$ cat src/rtl/fifo_arbiter.sv
// PCI bus arbiter that queues requesting masters in arrival order and grants the queue head.
// Latency: grant 2 cycles after a request on an idle, empty arbiter; every output is registered.
// Backpressure: a full queue leaves requests level-pending; unused grants are revoked after TIMEOUT cycles.
module fifo_arbiter #(
    parameter int N_DEV   = 8,
    parameter int IDX_W   = 3,
    parameter int DEPTH   = 8,
    parameter int TIMEOUT = 16
) (
    input  logic             clk,
    input  logic             rst,
    input  logic [N_DEV-1:0] req_n,
    input  logic             frame_n,
    input  logic             irdy_n,
    output logic [N_DEV-1:0] gnt_n,
    output logic [IDX_W-1:0] gnt_idx,
    output logic [IDX_W:0]   q_count,
    output logic             timeout_o
);
    localparam int PTR_W = (DEPTH > 1) ? $clog2(DEPTH) : 1;
    localparam int TMO_W = (TIMEOUT > 1) ? $clog2(TIMEOUT) : 1;
    localparam logic [IDX_W:0]   DEPTH_C = (IDX_W + 1)'(DEPTH);
    localparam logic [TMO_W-1:0] TMO_LAST = TMO_W'(TIMEOUT - 1);
    localparam logic [PTR_W-1:0] PTR_LAST = PTR_W'(DEPTH - 1);

    typedef enum logic [1:0] {IDLE, GRANT, BUSY} state_t;

    state_t           state_q, state_d;
    logic [N_DEV-1:0] gnt_n_q, gnt_n_d;
    logic [IDX_W-1:0] gnt_idx_q, gnt_idx_d;
    logic [PTR_W-1:0] rd_ptr_q, rd_ptr_d;
    logic [PTR_W-1:0] wr_ptr_q, wr_ptr_d;
    logic [IDX_W:0]   count_q, count_d;
    logic [N_DEV-1:0] in_q_q, in_q_d;
    logic [TMO_W-1:0] tmo_cnt_q, tmo_cnt_d;
    logic             timeout_q, timeout_d;
    logic [IDX_W-1:0] mem_q [DEPTH];

    logic [IDX_W-1:0] head;
    logic [IDX_W-1:0] new_idx;
    logic             new_vld;
    logic             deq;

    function automatic logic [PTR_W-1:0] ptr_inc(input logic [PTR_W-1:0] p);
        return (p == PTR_LAST) ? '0 : p + PTR_W'(1);
    endfunction

    assign head = mem_q[rd_ptr_q];

    // Descending scan so the lowest eligible index is the one left selected.
    always_comb begin
        new_vld = 1'b0;
        new_idx = '0;
        for (int i = N_DEV - 1; i >= 0; i--) begin
            if (!req_n[i] && !in_q_q[i] && (count_q < DEPTH_C) &&
                !((state_q != IDLE) && (gnt_idx_q == IDX_W'(i)))) begin
                new_vld = 1'b1;
                new_idx = IDX_W'(i);
            end
        end
    end

    always_comb begin
        state_d   = state_q;
        gnt_n_d   = gnt_n_q;
        gnt_idx_d = gnt_idx_q;
        tmo_cnt_d = tmo_cnt_q;
        timeout_d = 1'b0;
        deq       = 1'b0;
        case (state_q)
            IDLE: begin
                if (count_q != '0) begin
                    deq = 1'b1;
                    // A withdrawn head is dropped without ever being granted.
                    if (!req_n[head]) begin
                        state_d   = GRANT;
                        gnt_n_d   = ~(N_DEV'(1) << head);
                        gnt_idx_d = head;
                        tmo_cnt_d = '0;
                    end
                end
            end
            GRANT: begin
                if (!frame_n) begin
                    state_d = BUSY;
                    gnt_n_d = '1;
                end else if (req_n[gnt_idx_q]) begin
                    state_d = IDLE;
                    gnt_n_d = '1;
                end else if (tmo_cnt_q == TMO_LAST) begin
                    state_d   = IDLE;
                    gnt_n_d   = '1;
                    timeout_d = 1'b1;
                end else begin
                    tmo_cnt_d = tmo_cnt_q + TMO_W'(1);
                end
            end
            BUSY: begin
                if (frame_n && irdy_n) begin
                    state_d = IDLE;
                end
            end
            default: begin
                state_d = IDLE;
                gnt_n_d = '1;
            end
        endcase
    end

    always_comb begin
        wr_ptr_d = new_vld ? ptr_inc(wr_ptr_q) : wr_ptr_q;
        rd_ptr_d = deq ? ptr_inc(rd_ptr_q) : rd_ptr_q;
        count_d  = count_q;
        if (new_vld && !deq) begin
            count_d = count_q + (IDX_W + 1)'(1);
        end else if (!new_vld && deq) begin
            count_d = count_q - (IDX_W + 1)'(1);
        end
        in_q_d = in_q_q;
        if (deq) begin
            in_q_d[head] = 1'b0;
        end
        if (new_vld) begin
            in_q_d[new_idx] = 1'b1;
        end
    end

    always_ff @(posedge clk) begin
        if (rst) begin
            state_q   <= IDLE;
            gnt_n_q   <= '1;
            gnt_idx_q <= '0;
            rd_ptr_q  <= '0;
            wr_ptr_q  <= '0;
            count_q   <= '0;
            in_q_q    <= '0;
            tmo_cnt_q <= '0;
            timeout_q <= 1'b0;
        end else begin
            state_q   <= state_d;
            gnt_n_q   <= gnt_n_d;
            gnt_idx_q <= gnt_idx_d;
            rd_ptr_q  <= rd_ptr_d;
            wr_ptr_q  <= wr_ptr_d;
            count_q   <= count_d;
            in_q_q    <= in_q_d;
            tmo_cnt_q <= tmo_cnt_d;
            timeout_q <= timeout_d;
        end
    end

    always_ff @(posedge clk) begin
        if (new_vld && !rst) begin
            mem_q[wr_ptr_q] <= new_idx;
        end
    end

    assign gnt_n     = gnt_n_q;
    assign gnt_idx   = gnt_idx_q;
    assign q_count   = count_q;
    assign timeout_o = timeout_q;
endmodule

$ cat config.mk
export PLATFORM = sky130hd
export DESIGN_NAME = fifo_arbiter
export DESIGN_NICKNAME = d
export VERILOG_FILES = /design/src/rtl/fifo_arbiter.sv
export SDC_FILE = /design/constraint.sdc
export NUM_CORES = 1
export LEC_CHECK = 0
export BUFFER_PORTS_ARGS = -buffer_cell sky130_fd_sc_hd__buf_2
export CAP_MARGIN = 20
export CELL_PAD_IN_SITES_DETAIL_PLACEMENT = 0
export CELL_PAD_IN_SITES_GLOBAL_PLACEMENT = 1
export CORE_MARGIN = 2
export CORE_UTILIZATION = 47
export DETAILED_ROUTE_END_ITERATION = 7
export PLACE_DENSITY = 0.85
export SLEW_MARGIN = 25
export SYNTH_ARGS = -nofsm -noshare
export SYNTH_HDL_FRONTEND = slang
export SYNTH_SLANG_ARGS = --single-unit
$ cat constraint.sdc
create_clock -name clk -period 4.1 [get_ports clk]
set_input_delay 0.205 -clock clk [delete_from_list [all_inputs] [get_ports clk]]
set_output_delay 0.205 -clock clk [all_outputs]
set_load 0.05 [all_outputs]
==> reports/qor.yml, run 1 <==
sta:
  finalCritPeriodShare: 0.871
  max_slew_margin: 0.510
  fmax_mhz: 280
  setup_viol_count_final: 0
  finalMaxSlewViolations: 0
  hold_viol_final: 0
  tightest_slew_ns: 0.729
  rsz0062_at_grt: "false"
  setup_tns_ns: 0
  fin_skew_ns: 0.00987
  fin_crit_ns: 3.57
  worst_slack_ns: 0.527
min_path:
  holdCritPathClass: "in -> reg"
  hold_start: "frame_n"
yosys:
  synth_cell_types: 66
  yosysSeqAreaShare: 0.456
  synth_fp_nets: 341
  ys_ff_latch: 63
  yosysWarnings: 0
  ys_async_sr_fraction: 0
  synthFlopType: "dfxtp_1"
  synth.area.top_cells: "dfxtp_1 (24%), edfxtp_1 (22%), mux4_2 (4.8%)"
  syn_avg_cell_area_um2: 10.3
  synth_top_area_share: 0.237
  synth_area_mm2: 0.00329
  synth-edff-count: 24
  syn_inst: 320
  synth_top_area_cell: "dfxtp_1"
clocking:
  post_cts_buffers: 0
  clock_latency_ns: 0.34
  clk_pin_slew_ns: 0.08
  postCtsResizedCells: 0
  cts_tree: "yes"
  cts_buffer_depth: 2
  cts_made_buffers: 9
  cts_root_buf: "clkbuf_8"
  cts_max_level: 3
  clock-sinks: 63
  cts-hold-fix-buffers: 0
finish:
  fin_area_mm2: 0.00366
  seq_area_mm2: 0.00150
  num_antenna_cells: 0
  final_common_cell: "dfxtp_1"
  n_fill_cell: 621
  fin_nets: 366
  syn2layout_area_growth_pct: 11.0
  drive_above_1_share: 0.186
  layout_common_cells: "dfxtp_1 (39), nor2_1 (33), buf_2 (27), edfxtp_1 (24), nand2_1 (22)"
  multiInputGateArea_mm2: 0.00167
run_status:
  status: "finished, final reports clean"
pwr:
  powerDensity_mw_per_mm2: 737
  total_power_w: 0.00270
  peakVddDrop_mv: 0.413
  p_leak_nw: 1.30
global_route:
  grt-ovfl-total: 0
  grt_pass1_wl_um: 12100
  grt_usage: 0.204
  grt_max_degree: 25
  antenna_found_initial: 0
  grt_pass1_vias: 2420
floorplan:
  start_util: 0.485
  die_w_um: 87.7
  dieArea_mm2: 0.00769
  die_h_um: 87.7
  io_pins: 28
  core_mm2: 0.00679
  num_rows: 30
placement:
  io_buffer_count: 27
  placed_area_mm2: 0.00348
  place_congestion: 0.892
  place_hpwl_um: 5260
  dp_slack_ns: 0.532
route:
  via_per_inst: 5.75
  antenna_left: 0
  drc: 0
  routed_wl_um: 7250
  dr.pass1.iters: 4
  drtIter0Drc: 121
  vias: 2566
  wl_per_cell_um: 16.2
worst_setup_path:
  r2r-start: "state_q[1]$_SDFFE_PP0P_"
  cp_max_fo: 12
  critical_path.endpoint_type: "flop"
  worst_ep_arrival_time_ns: 3.85
  crit_required_ns: 4.38
  path_class: "reg -> reg"
  startpoint: "state_q[1]$_SDFFE_PP0P_"
  critPathLaunchType: "flop"
run:
  cap_violations: 0
[critical path: stages (launching register included)]
cell       delay, ns
dfxtp_1         0.57
o21ai_1         0.21
a2111oi_0       0.59
a21oi_1         0.21
nor4_2          0.27
buf_4           0.19
inv_1           0.05
ha_1            0.21
inv_1           0.11
ha_1            0.24
a21o_1          0.17
a21oi_1         0.16
xnor2_1         0.09
or3_1           0.30
a21oi_1         0.14
[final cells by class]
class	count	share of cell area
multi-input cells	232	0.457
clock inverters	7	0.0133
inverters	9	0.00924
clock buffers	9	0.0339
flip-flops and latches	63	0.411
repair buffers	30	0.0431
well taps	96	0.0328
[logic make-up after synthesis]
logic type,after synthesis,share of synthesized area
and+or+nand+nor,116,0.184
AOI/OAI and AO/OA,78,0.166
DFF,63,0.456
muxes,26,0.113
buffers and inverters,25,0.0368
adders and majority gates,9,0.0365
xor gates and xnor gates,3,0.00798
[registers in the layout (all words and copies together), names as in the netlist, 2 cells and up, named ones only]
register,count
q_count,4
mem_q,24
wr_ptr_q,3
in_q_q,8
gnt_n,8
tmo_cnt_q,4
gnt_idx,3
rd_ptr_q,3
state_q,2
[routing by layer]
metal	GRT usage	share of wire	vias to the layer above
met5	0	0	-
met4	0.0587	0.010	0
met3	0.0537	0.039	8
met2	0.326	0.48	52
met1	0.275	0.47	1234
li1	-	-	1272
[synthesized netlist by cell type, drive strengths merged, types with 4 or more instances]
master	n
nor3b	5
o21bai	5
clkbuf	5
a31oi	5
a21oi	15
ha	8
dfxtp	39
edfxtp	24
o21a	5
nand2	22
nor4	13
mux2	4
o211ai	5
nor3	14
nor2	33
mux4	7
or3	5
a211oi	9
mux2i	15
buf	11
inv	7
and2	4
nor2b	4
o21ai	10
[path summary, 6_finish.rpt]
path / endpoint / slack (ns) / cells past startpoint
max reg2reg: q_count[3]$_SDFFE_PP0P_ / 0.53 / 14
max: q_count[3]$_SDFFE_PP0P_ / 0.53 / 14
min reg2reg: in_q_q[2]$_SDFF_PP0_ / 0.48 / 2
min: timeout_o$_SDFF_PP0_ / 0.12 / 3
[through the flow]
step           instances  utilization  hold slack (ns)
6_report             446        0.538            0.115
5_1_grt              446        0.538            0.119
4_1_cts              446        0.538           0.0995
3_5_place_dp         430        0.513            0.466
3_3_place_gp         430        0.513            0.465
2_1_floorplan        320            -            0.331
[where the power goes]
| part | leakage, nW | switching [W] | total [W] | internal [W] |
|---|---|---|---|---|
| Combinational | 0.675 | 0.000813 | 0.00128 | 0.000470 |
| Clock | 0.0910 | 0.000249 | 0.000469 | 0.000220 |
| Sequential | 0.539 | 0.000136 | 0.000946 | 0.000810 |
No activity file was read; power rests on OpenSTA's default activity.
==> run 2, diff against run 1 <==
- PLACE_DENSITY: 0.85 -> 0.87
==> run 2 against run 1 <==
- sequential power is essentially flat
- die area unchanged
- cell count up 0.22%
- routed wire length increased by 0.68%
- worst hold slack better by 0.012 ns
- clock power rose by 12%
- clock skew fell by 0.0025 ns
- utilization grew 0.37 points
- power grew 2.6%
==> reports/qor.yml, run 2 (same netlist as run 1, synthesis figures left out) <==
clocking:
  clock_latency_ns: 0.34
  cts_made_buffers: 9
  cts_buffer_depth: 2
  cts_tree: "yes"
  cts-hold-fix-buffers: 0
  clk_pin_slew_ns: 0.07
  clock-sinks: 63
  cts_max_level: 3
  post_cts_buffers: 0
  postCtsResizedCells: 0
  cts_root_buf: "clkbuf_8"
floorplan:
  core_mm2: 0.00679
  die_w_um: 87.7
  dieArea_mm2: 0.00769
  start_util: 0.485
  io_pins: 28
  die_h_um: 87.7
  num_rows: 30
min_path:
  whs_path_depth: 3
  holdCritPathClass: "in -> reg"
route:
  vias: 2601
  antenna_left: 0
  via_per_inst: 5.82
  drtIter0Drc: 180
  dr.pass1.iters: 4
  drc: 0
  wl_per_cell_um: 16.3
  routed_wl_um: 7290
sta:
  hold_viol_final: 0
  setup_viol_count_final: 0
  fin_crit_ns: 3.73
  setup_tns_ns: 0
  worst_slack_ns: 0.370
  finalMaxSlewViolations: 0
  max_slew_margin: 0.503
  hold_ws_ns: 0.127
  fmax_mhz: 268
  rsz0062_at_grt: "false"
  fin_skew_ns: 0.00738
  tightest_slew_ns: 0.739
  finalCritPeriodShare: 0.910
worst_setup_path:
  crit_required_ns: 4.37
  critical_path.endpoint_type: "flop"
  critPathLaunchType: "flop"
  worst_ep_arrival_time_ns: 4.00
  reg2reg_depth: 14
  path_class: "reg -> reg"
  cp_max_fo: 12
finish:
  num_antenna_cells: 0
  syn2layout_area_growth_pct: 11.8
  fin_nets: 367
  fin_util: 0.542
  layout_common_cells: "dfxtp_1 (39), nor2_1 (33), buf_2 (27), edfxtp_1 (24), nand2_1 (22)"
  regMostFlops: "mem_q"
  drive_above_1_share: 0.185
  final_common_cell: "dfxtp_1"
  largest_register_ff_count: 24
pwr:
  powerDensity_mw_per_mm2: 752
  peakVddDrop_mv: 0.390
  p_leak_nw: 1.31
global_route:
  grt_pass1_wl_um: 11900
  grt_pass1_vias: 2373
  grt_usage: 0.201
  antenna_found_initial: 0
  grt_max_degree: 25
  grt-ovfl-total: 0
run_status:
  status: "finished, final reports clean"
placement:
  dp_slack_ns: 0.449
  io_buffer_count: 27
  place_congestion: 0.871
  place_hpwl_um: 5290
run:
  cap_violations: 0
==> run 2: changes by cell type in the layout (fill, tap and decap cells not counted), sizes merged <==
cell      change
clkbuf        +1
clkinvlp      +2
inv           -1
buf           +1
bufinv        +1
clkinv        -3
==> run 2: worst paths after layout <==
kind / from / to / slack (ns)
hold / removal: frame_n / timeout_o$_SDFF_PP0_ / 0.13
setup / recovery: state_q[1]$_SDFFE_PP0P_ / q_count[3]$_SDFFE_PP0P_ / 0.37
hold reg to reg: in_q_q[2]$_SDFF_PP0_ / in_q_q[2]$_SDFF_PP0_ / 0.48
setup reg to reg: state_q[1]$_SDFFE_PP0P_ / q_count[3]$_SDFFE_PP0P_ / 0.37
==> run 2: power by group <==
group	internal, W	switching (W)
logic	0.000480	0.000815
registers	0.000811	0.000136
clock network	0.000279	0.000248
==> run 2: layout make-up <==
type                            instances  area, µm²
Clock buffer                           10        128
Clock inverter                          6       62.6
Fill cell                             641       3110
Inverter                                9       33.8
Multi-Input combinational cell        232       1670
Sequential cell                        63       1500
Tap cell                               96        120
Timing Repair Buffer                   31        165
==> run 2: metrics by stage <==
stage                     instance area, µm²  power (W)  cells
final                                   3680    0.00277    447
after global routing                    3680    0.00295    447
after CTS                               3680    0.00277    447
after detailed placement                3490    0.00224    431
after global placement                  3490    0.00222    431
after floorplan                         3290    0.00197    320
==> run 2: routing by layer <==
layer	GRT usage	vias up	wire, µm
met4	0.0727	0	141
met3	0.0424	13	298
li1	-	1269	-
met1	0.280	1248	3520
met5	0	-	0
met2	0.310	71	3340
==> run 2: critical path, cell delays in order (launching register included) <==
cell,delay [ns]
dfxtp_1,0.55
o21ai_1,0.20
a2111oi_0,0.66
a21oi_1,0.22
nor4_2,0.31
buf_4,0.20
inv_1,0.05
ha_1,0.21
inv_1,0.11
ha_1,0.24
a21o_1,0.18
a21oi_1,0.20
xnor2_1,0.10
or3_1,0.31
a21oi_1,0.14
